**config.mk**
```make
export PLATFORM = sky130hd
export DESIGN_NAME = env_dump_reader
export DESIGN_NICKNAME = d
export VERILOG_FILES = /design/src/rtl/env_dump_reader.sv
export SDC_FILE = /design/constraint.sdc
export NUM_CORES = 1
export LEC_CHECK = 0
export CAP_MARGIN = 0
export CELL_PAD_IN_SITES_DETAIL_PLACEMENT = 0
export CELL_PAD_IN_SITES_GLOBAL_PLACEMENT = 2
export CORE_MARGIN = 1.5
export CORE_UTILIZATION = 31
export DETAILED_ROUTE_END_ITERATION = 8
export GPL_ROUTABILITY_DRIVEN = 0
export PLACE_DENSITY_LB_ADDON = 0.1
export SLEW_MARGIN = 20
export SYNTH_ARGS = -nofsm -noshare
export SYNTH_HDL_FRONTEND = slang
export SYNTH_SLANG_ARGS = --single-unit
```
**constraint.sdc**
```tcl
create_clock -name clk -period 4.1 [get_ports clk]
set_input_delay 0.82 -clock clk [delete_from_list [all_inputs] [get_ports clk]]
set_output_delay 0.82 -clock clk [all_outputs]
set_load 0.03 [all_outputs]
```
**src/rtl/env_dump_reader.sv**
```systemverilog
// env_dump_reader: walks the environment grid in raster order over the lookup port and streams one record per cell.
// Build option ENV_DUMP_SKIP_EMPTY_EN: cells with sugar=0 and signal=0 produce no record.

module env_dump_reader #(
    parameter int X_bits      = 8,
    parameter int Y_bits      = 7,
    parameter int SIGNAL_bits = 4,
    parameter int X_MAX       = 160,
    parameter int Y_MAX       = 120,
    parameter int LOOKUP_LAT  = 1,
    parameter int CNT_bits    = 15
) (
    input  logic                                 clk,
    input  logic                                 RESET_SIM,
    input  logic                                 start,
    output logic                                 busy,
    output logic                                 done,
    output logic [X_bits-1:0]                    lookup_X,
    output logic [Y_bits-1:0]                    lookup_Y,
    input  logic                                 lookup_sugar,
    input  logic [SIGNAL_bits-1:0]               lookup_signal,
    output logic                                 out_valid,
    input  logic                                 out_ready,
    output logic [X_bits+Y_bits+SIGNAL_bits:0]   out_data,
    output logic                                 out_last,
    output logic [CNT_bits-1:0]                  sugar_total,
    output logic [SIGNAL_bits-1:0]               signal_max
);

    localparam int REC_bits = X_bits + Y_bits + 1 + SIGNAL_bits;
    localparam int LAT_bits = 3;
    localparam logic [LAT_bits-1:0] LAT_LOAD = LAT_bits'(LOOKUP_LAT - 1);
    localparam logic [X_bits-1:0]   X_LAST   = X_bits'(X_MAX - 1);
    localparam logic [Y_bits-1:0]   Y_LAST   = Y_bits'(Y_MAX - 1);
    localparam logic [CNT_bits-1:0] CNT_SAT  = {CNT_bits{1'b1}};

    // state | meaning
    // IDLE  | waiting for start; last pass totals held
    // WAIT  | address stable, lat down-counter running until lookup data is valid
    // EMIT  | record presented, waiting for out_ready
    // DONE  | one-cycle done pulse
    typedef enum logic [1:0] {IDLE, WAIT, EMIT, DONE} state_t;

    state_t                 state_q, state_d;
    logic [X_bits-1:0]      x_q, x_d, x_adv;
    logic [Y_bits-1:0]      y_q, y_d, y_adv;
    logic [LAT_bits-1:0]    lat_q, lat_d;
    logic [REC_bits-1:0]    data_q, data_d;
    logic                   last_q, last_d;
    logic [CNT_bits-1:0]    cnt_q, cnt_d;
    logic [SIGNAL_bits-1:0] max_q, max_d;
    logic                   last_cell;
    logic                   skip_cell;

    assign last_cell = (x_q == X_LAST) && (y_q == Y_LAST);

    always_comb begin
        if (x_q == X_LAST) begin
            x_adv = '0;
            y_adv = y_q + 1'b1;
        end else begin
            x_adv = x_q + 1'b1;
            y_adv = y_q;
        end
    end

`ifdef ENV_DUMP_SKIP_EMPTY_EN
    assign skip_cell = !lookup_sugar && (lookup_signal == '0);
`else
    assign skip_cell = 1'b0;
`endif

    always_comb begin
        state_d = state_q;
        x_d     = x_q;
        y_d     = y_q;
        lat_d   = lat_q;
        data_d  = data_q;
        last_d  = last_q;
        cnt_d   = cnt_q;
        max_d   = max_q;
        case (state_q)
            IDLE: begin
                if (start) begin
                    state_d = WAIT;
                    x_d     = '0;
                    y_d     = '0;
                    lat_d   = LAT_LOAD;
                    cnt_d   = '0;
                    max_d   = '0;
                end
            end
            WAIT: begin
                if (lat_q != '0) begin
                    lat_d = lat_q - 1'b1;
                end else begin
                    if (lookup_sugar && (cnt_q != CNT_SAT)) begin
                        cnt_d = cnt_q + 1'b1;
                    end
                    if (lookup_signal > max_q) begin
                        max_d = lookup_signal;
                    end
                    // Skipped cells still count toward the totals above.
                    if (skip_cell) begin
                        if (last_cell) begin
                            state_d = DONE;
                        end else begin
                            x_d   = x_adv;
                            y_d   = y_adv;
                            lat_d = LAT_LOAD;
                        end
                    end else begin
                        data_d  = {x_q, y_q, lookup_sugar, lookup_signal};
                        last_d  = last_cell;
                        state_d = EMIT;
                    end
                end
            end
            EMIT: begin
                if (out_ready) begin
                    last_d = 1'b0;
                    if (last_cell) begin
                        state_d = DONE;
                    end else begin
                        x_d     = x_adv;
                        y_d     = y_adv;
                        lat_d   = LAT_LOAD;
                        state_d = WAIT;
                    end
                end
            end
            DONE: begin
                state_d = IDLE;
            end
            default: begin
                state_d = IDLE;
            end
        endcase
    end

    always_ff @(posedge clk) begin
        if (RESET_SIM) begin
            state_q <= IDLE;
            x_q     <= '0;
            y_q     <= '0;
            lat_q   <= '0;
            data_q  <= '0;
            last_q  <= 1'b0;
            cnt_q   <= '0;
            max_q   <= '0;
        end else begin
            state_q <= state_d;
            x_q     <= x_d;
            y_q     <= y_d;
            lat_q   <= lat_d;
            data_q  <= data_d;
            last_q  <= last_d;
            cnt_q   <= cnt_d;
            max_q   <= max_d;
        end
    end

    assign busy        = (state_q != IDLE);
    assign done        = (state_q == DONE);
    assign out_valid   = (state_q == EMIT);
    assign out_data    = data_q;
    assign out_last    = last_q;
    assign lookup_X    = x_q;
    assign lookup_Y    = y_q;
    assign sugar_total = cnt_q;
    assign signal_max  = max_q;

endmodule

```
==> results.md <==
- Status: finished clean
- Initial core utilization: 31.9%
- Filler cell count: 966
- Post-synthesis register bit count: 60
- Die height: 101 µm
- R2R depth: 5
- Placed cells: 553
- Syn Nets: 390
- Final Max Tran Viols: 0
- Initial antenna violation count: 0
- Commonest non-fill, non-tap cells in the layout: 65 x clkdlybuf4s50_1, 60 x nand2_1, 60 x dfxtp_1, 41 x a21oi_1, 23 x nor2_1
- Worst Hold End: out_data[19]
- Sequential-to-total area share from yosys stat: 40.7%
- Power density cells: 336 mW/mm²
- Yosys warnings: 0
- Die area: 0.0101 mm²
- DR vias: 2,947
- RSZ-0062 raised after global routing: no
- Setup bufs post-CTS: 0
- Pleak: 1.27 nW
- CTS tree: yes
- Number of global-route vias before repair: 2,816
- Remaining DRCs: 0
- Clk root buf: clkbuf_8
- GRT Total Usage: 18.2%
- Mapped Cells: 372
- Post-CTS resize count: 0
- Wirelength, routed: 8.88 mm
- Crit path kind: flop to output port
- Post-DP HPWL: 5.87 mm
- Synth cell types: 54
- Hold path startpoint: out_data[19]
- Worst EP arrival: 2.10 ns
- Area of the multi-input gates: 0.00162 mm²
- Num rows: 35
- Setup Viol. Count Final: 0
- Max-Slew Margin vs Limit: 28.8%
- Required time worst endpoint: 3.28 ns
- Worst Setup End Kind: output port
- Largest net degree at the start of global routing: 57
- Post-route ant nets: 0
- Most common cell after layout, fill and taps aside: clkdlybuf4s50_1
- Max Clk Rate: 342 MHz
- Global-route wire length before repair: 14.3 mm
- Synth Cell Area: 0.00295 mm²
- DRT iter0 DRCs: 114
- Ports: 67
- CP max FO: 15
- Clk_skew: 0.00915 ns
- Reg area: 0.00120 mm²
- Post-route setup TNS: 0 ns
- Clock latency on the worst-skew pair: 0.35 ns
- R2R Path End: out_last
- Final hold vios: 0
- Worst R2R Setup Slack: 1.72 ns
- H-Tree Level Count: 3
- Avg Cell Area, Syn: 7.93 µm²
- Share of cells above drive strength 1: 7.05%
- Final core utilization: 42.3%
- Worst Tran Pin Value: 1.07 ns
- Hold_buf cts: 0
- Core area: 0.00924 mm²
- Final WS setup: 1.18 ns
- Maximum vdd drop: 0.177 mV
- Final net count: 453
- Finished Layout Cells: 569
- Reg clk slew, reported paths: 0.07 ns
- PortBufs: 66
- Worst setup SP type: flop
- HP Class: flop to flop
- Min cycle time layout: 2.92 ns
- Chip Width: 101 µm
- Inserted Clock Buffers: 9
- Worst-case clock buffer depth: 2
- Reg2reg start: state_q[1]
- # diodes: 0
- Worst hold path depth: 2
- Worst slack, placed: 1.40 ns
- Routed WL per cell: 15.6 µm
- Clock Sinks: 60
- Area growth syn-to-layout: 32.6%
- Final period util: 71.3%
- 1st-pass router iterations: 4
- Via density per instance: 5.18
- Max cap viols: 0
- Grt total ovfl: 0
kinds of logic after synthesis:
logic type      count (synthesis)  share of synthesized area, %
flops                          60                          40.7
mux                             5                          1.70
simple gates                  169                          29.6
compound gates                 95                          19.4
fa+ha+maj                       9                          3.82
buf+inv                        34                          4.75
worst max path at each step:
stage                   to         from
2_1_floorplan  lookup_Y[3]  lookup_X[0]
3_3_place_gp   lookup_X[5]        start
3_5_place_dp   lookup_X[3]        start
4_1_cts          out_valid   state_q[1]
5_1_grt          out_valid   state_q[1]
6_report         out_valid   state_q[1]
cell usage after synthesis, drive strengths merged:
cell	n	area [µm²]
a41oi	1	8.76
a311oi	6	52.6
inv	18	70.1
a221oi	1	8.76
o21ai	16	80.1
and4	1	11.3
buf	3	21.3
o311ai	2	17.5
a211oi	1	7.51
nand2	62	238
nor4	3	25.0
a21o	2	16.3
nand3	18	90.1
o211ai	1	7.51
o21bai	1	7.51
and4bb	1	12.5
nor3	5	25.0
and3	4	26.3
o31ai	5	37.5
nand4b	2	17.5
o32ai	1	8.76
a21oi	42	214
clkbuf	13	48.8
nand2b	9	56.3
nor2b	3	18.8
mux2i	5	50.1
and3b	2	17.5
nor4bb	1	10.0
or4	8	60.1
nor2	23	86.3
nand4	7	43.8
o22ai	1	6.26
or3	5	31.3
a31oi	12	75.1
dfxtp	60	1200
nand3b	6	45.0
and2	6	41.3
a31o	1	8.76
o21a	2	15.0
ha	9	113
or2	3	18.8
routing by layer:
layer	vias to the layer above	track usage, %	share of wire, %
li1	1465	-	-
met1	1401	23.5	47
met2	72	29.4	47
met3	9	5.06	4.4
met4	0	6.07	1.3
met5	-	0	0
critical path, stage by stage (launching register included):
cell and delay (ns):
dfxtp_1 0.67, nand2_1 0.23, inv_4 0.17, clkdlybuf4s50_1 0.69
sequential cells by signal, indices dropped and copies added, names as in the netlist:
signal and count:
lat_q 3, out_data 20, lookup_X 8, state_q 2
sugar_total 15, signal_max 4, out_last 1, lookup_Y 7
power by group:
| group | total [mW] | switching (mW) | internal [mW] |
|---|---|---|---|
| Sequential | 0.606 | 0.0129 | 0.593 |
| Combinational | 0.185 | 0.122 | 0.0627 |
| Clock | 0.523 | 0.245 | 0.278 |
final cells by class:
class | count | area share (%)
Inverter | 18 | 1.79
Clock inverter | 5 | 1.34
Clock buffer | 11 | 3.36
Timing Repair Buffer | 68 | 17.1
Tap cell | 129 | 4.13
Sequential cell | 60 | 30.7
Multi-Input combinational cell | 278 | 41.5
stage by stage:
step	area (µm²)	power (mW)	hold slack [ns]
floorplan	2950	0.734	0.450
global placement	3730	0.804	0.443
detailed placement	3730	0.804	0.447
CTS	3910	1.33	0.455
global route	3910	1.38	0.479
finish	3910	1.31	0.453
No activity file was read; power rests on OpenSTA's default activity.
